**src/rtl/associative_cache_16.sv**
```systemverilog
// Fully associative 16-block read cache over a fixed 256-line x 16-byte backing ROM.
// One-cycle lookup; misses fill lowest invalid block first, then evict in FIFO order.
module associative_cache_16 (
    input  logic         clk,
    input  logic         rst,
    input  logic [11:0]  addr,
    input  logic         enable,
    output logic [127:0] line,
    output logic         hit,
    output logic [7:0]   ByTe
);

    localparam int unsigned NBLK   = 16;
    localparam int unsigned IDX_W  = 4;
    localparam int unsigned TAG_W  = 8;
    localparam int unsigned OFF_W  = 4;
    localparam int unsigned LINE_W = 128;
    localparam int unsigned BYTE_W = 8;

    // Backing ROM: byte k of line t is (t + k) mod 256
    function automatic logic [LINE_W-1:0] mem_line(input logic [TAG_W-1:0] t);
        logic [LINE_W-1:0] d;
        d = '0;
        for (int k = 0; k < 16; k++) begin
            d[k*BYTE_W +: BYTE_W] = t + 8'(k);
        end
        return d;
    endfunction

    logic [NBLK-1:0]    valid;
    logic [TAG_W-1:0]   tags [NBLK];
    logic [LINE_W-1:0]  data [NBLK];
    logic [IDX_W-1:0]   fifo_ptr;

    logic [TAG_W-1:0]   tag;
    logic [OFF_W-1:0]   offset;
    logic               match;
    logic [IDX_W-1:0]   match_idx;
    logic               free_found;
    logic [IDX_W-1:0]   free_idx;
    logic [IDX_W-1:0]   victim;
    logic [LINE_W-1:0]  fill_data;
    logic [LINE_W-1:0]  sel_data;
    logic [BYTE_W-1:0]  sel_byte;

    assign tag    = addr[11:4];
    assign offset = addr[3:0];

    // Parallel tag compare, lowest-free search and output selection
    always_comb begin
        match      = 1'b0;
        match_idx  = '0;
        free_found = 1'b0;
        free_idx   = '0;
        for (int i = 0; i < NBLK; i++) begin
            if (valid[i] && (tags[i] == tag)) begin
                match     = 1'b1;
                match_idx = IDX_W'(i);
            end
        end
        for (int i = NBLK - 1; i >= 0; i--) begin
            if (!valid[i]) begin
                free_found = 1'b1;
                free_idx   = IDX_W'(i);
            end
        end
        victim    = free_found ? free_idx : fifo_ptr;
        fill_data = mem_line(tag);
        sel_data  = match ? data[match_idx] : fill_data;
        sel_byte  = sel_data[{offset, 3'b000} +: BYTE_W];
    end

    // Control state and registered outputs
    always_ff @(posedge clk or posedge rst) begin
        if (rst) begin
            valid    <= '0;
            fifo_ptr <= '0;
            line     <= '0;
            hit      <= 1'b0;
            ByTe     <= '0;
        end else if (enable) begin
            hit  <= match;
            line <= sel_data;
            ByTe <= sel_byte;
            if (!match) begin
                valid[victim] <= 1'b1;
                if (!free_found) begin
                    fifo_ptr <= IDX_W'(fifo_ptr + 1'b1);
                end
            end
        end
    end

    // Tag/data arrays carry no reset; validity is tracked separately
    always_ff @(posedge clk) begin
        if (!rst && enable && !match) begin
            tags[victim] <= tag;
            data[victim] <= fill_data;
        end
    end

endmodule

```
**config.mk**
```make
export PLATFORM = sky130hd
export DESIGN_NAME = associative_cache_16
export DESIGN_NICKNAME = d
export VERILOG_FILES = /design/src/rtl/associative_cache_16.sv
export SDC_FILE = /design/constraint.sdc
export NUM_CORES = 2
export LEC_CHECK = 0
export CAP_MARGIN = 20
export CELL_PAD_IN_SITES_DETAIL_PLACEMENT = 0
export CELL_PAD_IN_SITES_GLOBAL_PLACEMENT = 2
export CORE_MARGIN = 10
export CORE_UTILIZATION = 40
export CTS_BUF_LIST = sky130_fd_sc_hd__clkbuf_4 sky130_fd_sc_hd__clkbuf_8
export DETAILED_ROUTE_END_ITERATION = 10
export PLACE_DENSITY = 0.77
export RECOVER_POWER = 25
export SETUP_SLACK_MARGIN = 0.5
export SYNTH_ARGS = -nofsm -noshare
export SYNTH_HDL_FRONTEND = slang
export SYNTH_SLANG_ARGS = --single-unit
```
**constraint.sdc**
```tcl
create_clock -name clk -period 10.2 [get_ports clk]
set_input_delay 1.53 -clock clk [delete_from_list [all_inputs] [get_ports clk]]
set_output_delay 1.53 -clock clk [all_outputs]
set_load 0.05 [all_outputs]
```
== After elaboration in Yosys (flattened, before gate mapping) ==
Memories as Yosys holds them, arrays and structs flattened.
Cells that the tools add are included.

* Bits in registers: 157
* Memory bits (writable): 2,176
* Output and inout bits: 137
* Logic and storage cells: 137
* Memories: 2

{| class="wikitable"
|+ Memory list
! memory !! words !! bits a word !! rd ports !! clocked after memory_dff !! wr ports !! RTL line !! source
|-
| data || 16 || 128 || 1 || 0 || 1 || 32 || <nowiki>logic [LINE_W-1:0] data [NBLK];</nowiki>
|-
| tags || 16 || 8 || 16 || 0 || 1 || 31 || <nowiki>logic [TAG_W-1:0] tags [NBLK];</nowiki>
|}

* Add/sub/neg operators: 16
* Order comparisons: 2
* Equality and inequality tests: 16
* Shift operators: 1
* Muxes and demuxes: 69
* Bitwise logic cells: 3
* Reduce and logical (&&, ||, !) cells: 23

{| class="wikitable"
|+ Operators by type and width
! kind !! count
|-
| 8-bit == test || 16
|-
| 128-bit two-way mux || 1
|-
| 128-bit by 8-bit variable part select with 8-bit output || 1
|-
| 4-bit two-way mux || 31
|-
| 8-bit by 4-bit adder with 8-bit output, second input constant || 8
|-
| 1-bit two-way mux || 36
|-
| 8-bit by 3-bit adder with 8-bit output, second input constant || 4
|-
| 1-bit logical AND || 19
|-
| 8-bit by 2-bit adder with 8-bit output, second input constant || 2
|-
| 16-bit bitwise OR || 1
|-
| 8-bit by 1-bit adder with 8-bit output, second input constant || 1
|-
| 4-bit by 5-bit < comparator with 1-bit output, second input constant || 1
|-
| 4-bit by 1-bit adder with 4-bit output, second input constant || 1
|-
| 1-bit demux with 4-bit select || 1
|-
| 4-bit by 1-bit greater-or-equal comparator with 1-bit output, second input constant || 1
|-
| 3-bit AND reduction || 1
|-
| 1-bit logical NOT || 2
|-
| 1-bit inverter || 2
|-
| 2-bit AND reduction || 1
|}

== Logic depth before layout (Yosys ltp) ==
An unclocked memory read counts as a cell.

* Depth in word-level cells: 23
* Gate-level depth with buffers: 20
* Depth with buffers taken out: 15

== Worst setup path before layout ==
No wires, ideal clock.

* Path type: input-to-reg
* From: input port addr[6]
* To: memory data[2][100] (enable)
* Setup time: 0.663 ns
* Data arrival time: 10.361 ns
* Required time: 9.537 ns
* Slack: -0.824 ns
* Stages on the path: 13
* Cell sequence: buf_2 > xnor2_1 > nand4_1 > nor3_1 > buf_2 > nor4_4 > nand3_1 > nor3_2 > clkbuf_1 > nand2_1 > nor2_1 > nand2_1 > nor3_1

* Cells in the longest elaborated chain, start to end: 22
* Elaborated cells on any way between the ends: 52
* Those cells by class: eq/ne (16); mux (18); reduce/logical (18)

{| class="wikitable"
|+ RTL lines
! item !! RTL line !! source
|-
| start, declared || 6 || <nowiki>input logic [11:0] addr,</nowiki>
|-
| 8-bit == test || 56 || <nowiki>if (valid[i] && (tags[i] == tag)) begin</nowiki>
|-
| 1-bit logical AND || 56 ||
|-
| 1-bit two-way mux (15 in series) || 56 ||
|-
| 1-bit two-way mux * || 56 ||
|-
| 1-bit logical NOT * || 96 || <nowiki>if (!rst && enable && !match) begin</nowiki>
|-
| 1-bit logical AND * || 96 ||
|-
| 1-bit two-way mux * || 96 ||
|-
| 1-bit two-way mux (implied by the code) * || 98 || <nowiki>data[victim] <= fill_data;</nowiki>
|-
| end, declared || 32 ||
|}

Mark *: on every way between the ends. The rest lies on a longest branch, timed or not.

== Worst setup path after layout ==
* From: input port addr[7]
* To: register ByTe[4]

* Cells in the longest elaborated chain, start to end: 20
* Elaborated cells on any way between the ends: 81
* Those cells by class: add/sub (15); eq/ne (16); shift (1); mux (32); reduce/logical (16); memory (1)

{| class="wikitable"
|+ RTL lines
! item !! RTL line !! source
|-
| 8-bit == test || 56 ||
|-
| 1-bit logical AND || 56 ||
|-
| 1-bit two-way mux || 56 ||
|-
| 4-bit two-way mux or 1-bit two-way mux (tied branches) (14 in series) || 56 ||
|-
| memory read 16 x 128 bit or 1-bit two-way mux (tied branches) || -- ||
|-
| 128-bit two-way mux * || 69 || <nowiki>sel_data = match ? data[match_idx] : fill_data;</nowiki>
|-
| 128-bit by 8-bit variable part select with 8-bit output * || 70 || <nowiki>sel_byte = sel_data[{offset, 3'b000} +: BYTE_W];</nowiki>
|-
| end signal, assigned || 84 || <nowiki>ByTe <= sel_byte;</nowiki>
|-
| end, declared || 10 || <nowiki>output logic [7:0] ByTe</nowiki>
|}

Marks and branches as above.
A chain may end at the register's enable or synchronous reset.

==> impl_results.rst <==
.. list-table::
   :header-rows: 1

   * - Metric
     - Value
   * - Area enclosed by the die boundary
     - 186000 µm²
   * - Clock insertion delay at the later pin of the skew report
     - 1.04 ns
   * - Tmin final
     - 8.40 ns
   * - Part of the cycle the worst path needs
     - 0.823
   * - Sw Ratio
     - 0.290
   * - Worst ir drop on vdd
     - 162 µV
   * - 1st-pass router iterations
     - 5
   * - Detailed-route wire length per cell
     - 31.9 µm
   * - Ys Warns
     - 0
   * - Number of flops mapped to enable cells by yosys
     - 1504
   * - Clock share of power
     - 0.355
   * - First-iteration detailed-routing DRC count
     - 5999
   * - Maximum number of pins on one net before global-route repair
     - 104
   * - Root buffer cell
     - clkbuf_8
   * - Worst Path Arrival
     - 9.31 ns
   * - DRC viols
     - 0
   * - Cell area power density
     - 217 nW/µm²
   * - Maximum capacitance violations
     - 15
   * - Critical-path maximum fanout
     - 54
   * - Number of antenna violations at the first check in global routing
     - 6
   * - Setup repair after global routing missed its margin
     - false
   * - Fraction of the core area covered by cells at the end of the flow
     - 0.463
   * - Run status
     - complete, but fails checks
   * - Most used flip-flop cell after synthesis
     - edfxtp_1
   * - Vias in the first global route
     - 44233
   * - HPWL after DPL
     - 139000 µm
   * - Quantity of gates resized following cts
     - 0
   * - Net Switching
     - 4.93 mW
   * - Post-synthesis cell count
     - 5013
   * - WP buf/inv
     - 4
   * - Sequential share of power
     - 0.489
   * - Final setup fails
     - 0
   * - Io pins
     - 152
   * - Critical path, cell by cell
     - clkbuf_1 > clkbuf_1 > xnor2_1 > nand4_1 > nor3_1 > nor2_1 > nand3_1 > a21oi_4 > buf_4 > buf_4 > mux2i_1 > o21ai_0 > a221oi_1 > o2bb2ai_1 > a311oi_1 > o211ai_1
   * - Fraction of final layout cells sized beyond drive strength 1
     - 0.137
   * - Worst reg2reg setup slack
     - 4.26 ns
   * - Cell type group with the largest total delay on the critical path
     - buffers and inverters
   * - CP max stage delay
     - 1.30 ns
   * - Kind of end point of the critical path
     - flip-flop
   * - Flip-flop and latch count after synthesis
     - 1627
   * - Count of placed standard cells in the final layout, fillers left out
     - 7751
   * - Maximum clock frequency
     - 119 MHz
   * - Post-synthesis instance area
     - 67800 µm²
   * - Die W
     - 432 µm
   * - Leakage power of the design
     - 27.4 nW
   * - Max Transition Viols Final
     - 467
   * - Critical-path top delay cell
     - clkbuf_1
   * - Slew of the pin with the lowest slew margin
     - 4.02 ns
   * - Cts hold-fix bufs
     - 0
   * - Mean post-synth cell area
     - 13.5 µm²
   * - Die boundary height
     - 432 µm
   * - Final setup skew
     - 0.0902 ns
   * - Most common library cell in the layout ignoring fill and taps
     - edfxtp_1
   * - Clock sink count
     - 1627
   * - Level count of the clock H-tree
     - 5
   * - Combinational Power Share
     - 0.156
   * - Clock tree from TritonCTS
     - built
   * - Number of vias per cell
     - 5.95
   * - Area inside the core boundary
     - 169000 µm²
   * - Type of the worst min-delay path
     - flip-flop to flip-flop
   * - Commonest non-fill, non-tap cells in the layout
     - 1504 x edfxtp_1, 927 x nand2_1, 320 x clkbuf_8, 306 x nand3_1, 243 x mux2i_1
   * - Area share of the largest cell type after synthesis
     - 0.666
   * - Cells after DPL
     - 7237
   * - Overflow left after global routing
     - 0
   * - Routed wire length
     - 248000 µm
   * - Total via count in the routed design
     - 46136
   * - Global-route wire length before repair
     - 345000 µm
   * - Longest Clk Path Bufs
     - 4
   * - Max_slew headroom
     - -1.68
   * - Synth-to-Final Area Change
     - 15.3%
   * - GR Util All Layers
     - 0.258
   * - WP data required
     - 11.11 ns
   * - Setup Crit Path Kind
     - input pin to flip-flop
   * - Number of buffers inserted to repair setup after CTS
     - 0
   * - Post-synthesis async set-or-reset flop share
     - 0.0756
   * - Count of cell types in the netlist
     - 85
   * - CTS clk-pin slew, worst paths
     - 0.06 ns
   * - Number of nets in the layout
     - 5349
   * - Total CTS buffers
     - 297
   * - Internal power of the cells
     - 12.0 mW
   * - Dominant cell type by area after synthesis
     - edfxtp_1
   * - Weighted congestion reported at the end of routability-driven placement
     - 0.883
   * - Setup TNS
     - 0 ns
   * - Critical Path Start Type
     - input pin
   * - Remaining number of nets flagged by the antenna check after routing
     - 0
   * - Syn nets
     - 5042
   * - Floorplan row count
     - 151
   * - Sequential-to-total area share from yosys stat
     - 0.712
   * - Total count of hold-check failures in the final report
     - 0
   * - Top area cells in the synthesized netlist
     - edfxtp_1 67%, nand2_1 5.1%, dfrtp_1 4.5%, mux2i_1 3.6%, nand3_1 2.3%
   * - Starting utilization of the core area
     - 0.401
   * - PortBufs
     - 151
   * - Violated checks
     - max-capacitance violations, max-slew violations
flip-flops by register name, indices dropped and copies added (netlist names):
name and cells:
data 1504, ByTe 8, fifo_ptr 4, hit 1, line 94, valid 16
cell families (layout without fill, tap and decap cells):
kind of cell / count (synthesis) / count (layout) / synth area share
other: 0 / 3 / 0
DFF: 1627 / 1627 / 0.712
muxes: 295 / 295 / 0.0445
xor gates and xnor gates: 198 / 198 / 0.0257
adders and majority gates: 14 / 14 / 0.00258
AOI/OAI and AO/OA: 831 / 831 / 0.0823
buffers and inverters: 382 / 899 / 0.0275
and+or+nand+nor: 1666 / 1666 / 0.106
per-layer routing:
layer  track usage  wire length [µm]
met2         0.406            114000
met4         0.126             13000
met1         0.346             98300
met3        0.0464             22100
met5             0                11
Yosys cell counts (12+ instances only):
cell type,n
o211ai_1,48
o211a_1,23
xnor2_1,168
inv_1,44
mux2_2,52
a311oi_1,14
buf_4,55
nor3_1,72
a2111oi_0,18
o21bai_1,13
edfxtp_1,1504
nand2_1,929
a211oi_1,41
a32oi_1,25
a22oi_1,15
and3_1,30
or3_1,13
a211o_1,12
nand4_1,47
buf_2,121
nand3_1,307
a221oi_1,16
nor2_1,201
buf_1,31
o21ai_0,91
a21oi_1,235
o22ai_1,47
o21a_1,13
clkbuf_1,119
nor4_1,15
ha_1,14
xor2_1,29
a31oi_1,95
mux2i_1,243
dfrtp_1,123
cell type report:
class | count | area (µm²)
inverter | 46 | 174
multi-input combinational | 3004 | 18100
antenna | 3 | 7.51
clock buffer | 426 | 5200
sequential | 1627 | 48200
tap | 2218 | 2780
timing repair buffer | 344 | 3230
fill | 15097 | 90800
clock inverter | 83 | 439
worst reg2reg max path: stages (launching register included):
cell,delay (ns)
edfxtp_1,0.38
xnor2_1,0.16
nand3_1,0.17
nor3_2,0.97
a21oi_1,0.13
o21ai_1,0.40
o21a_4,0.77
buf_12,0.44
nand2_1,0.33
a31oi_1,0.57
nand3_1,0.31
nand4_1,0.40
a21oi_1,0.11
a2111oi_0,0.53
a221o_1,0.23
worst paths after layout:
| path | start | end | depth (start not counted) |
|---|---|---|---|
| worst max-delay path | addr[7] | ByTe[4]$_DFFE_PP0P_ | 16 |
| worst min-delay path | line[123]$_DFFE_PP0P_ | line[123]$_DFFE_PP0P_ | 1 |
| worst max register to register | data[15][7]$_DFFE_PP_ | ByTe[6]$_DFFE_PP0P_ | 14 |
| worst min register to register | line[123]$_DFFE_PP0P_ | line[123]$_DFFE_PP0P_ | 1 |
| max in group asynchronous | rst | valid[10]$_DFFE_PP0P_ | 3 |
| min in group asynchronous | rst | hit$_DFFE_PP0P_ | 2 |
power by group through the flow:
stage / Sequential, mW / Combinational, mW / Clock (mW)
global route: 8.34 / 2.76 / 6.40
global placement: 8.42 / 2.62 / 0
detailed placement: 8.43 / 2.64 / 0
CTS: 8.30 / 2.64 / 6.10
floorplan: 8.67 / 1.21 / 0
finish: 8.30 / 2.65 / 6.02
through the flow:
stage | worst slack (ns) | hold WS (ns) | power [mW] | area, µm²
detailed placement | 2.44 | 0.471 | 11.1 | 72600
CTS | 3.51 | 0.485 | 17.0 | 78300
global route | 1.64 | 0.501 | 17.5 | 78100
finish | 1.80 | 0.483 | 17.0 | 78100
floorplan | -0.762 | 0.460 | 9.88 | 67800
global placement | 2.33 | 0.467 | 11.0 | 72500
(Power assumes the default switching activity.)
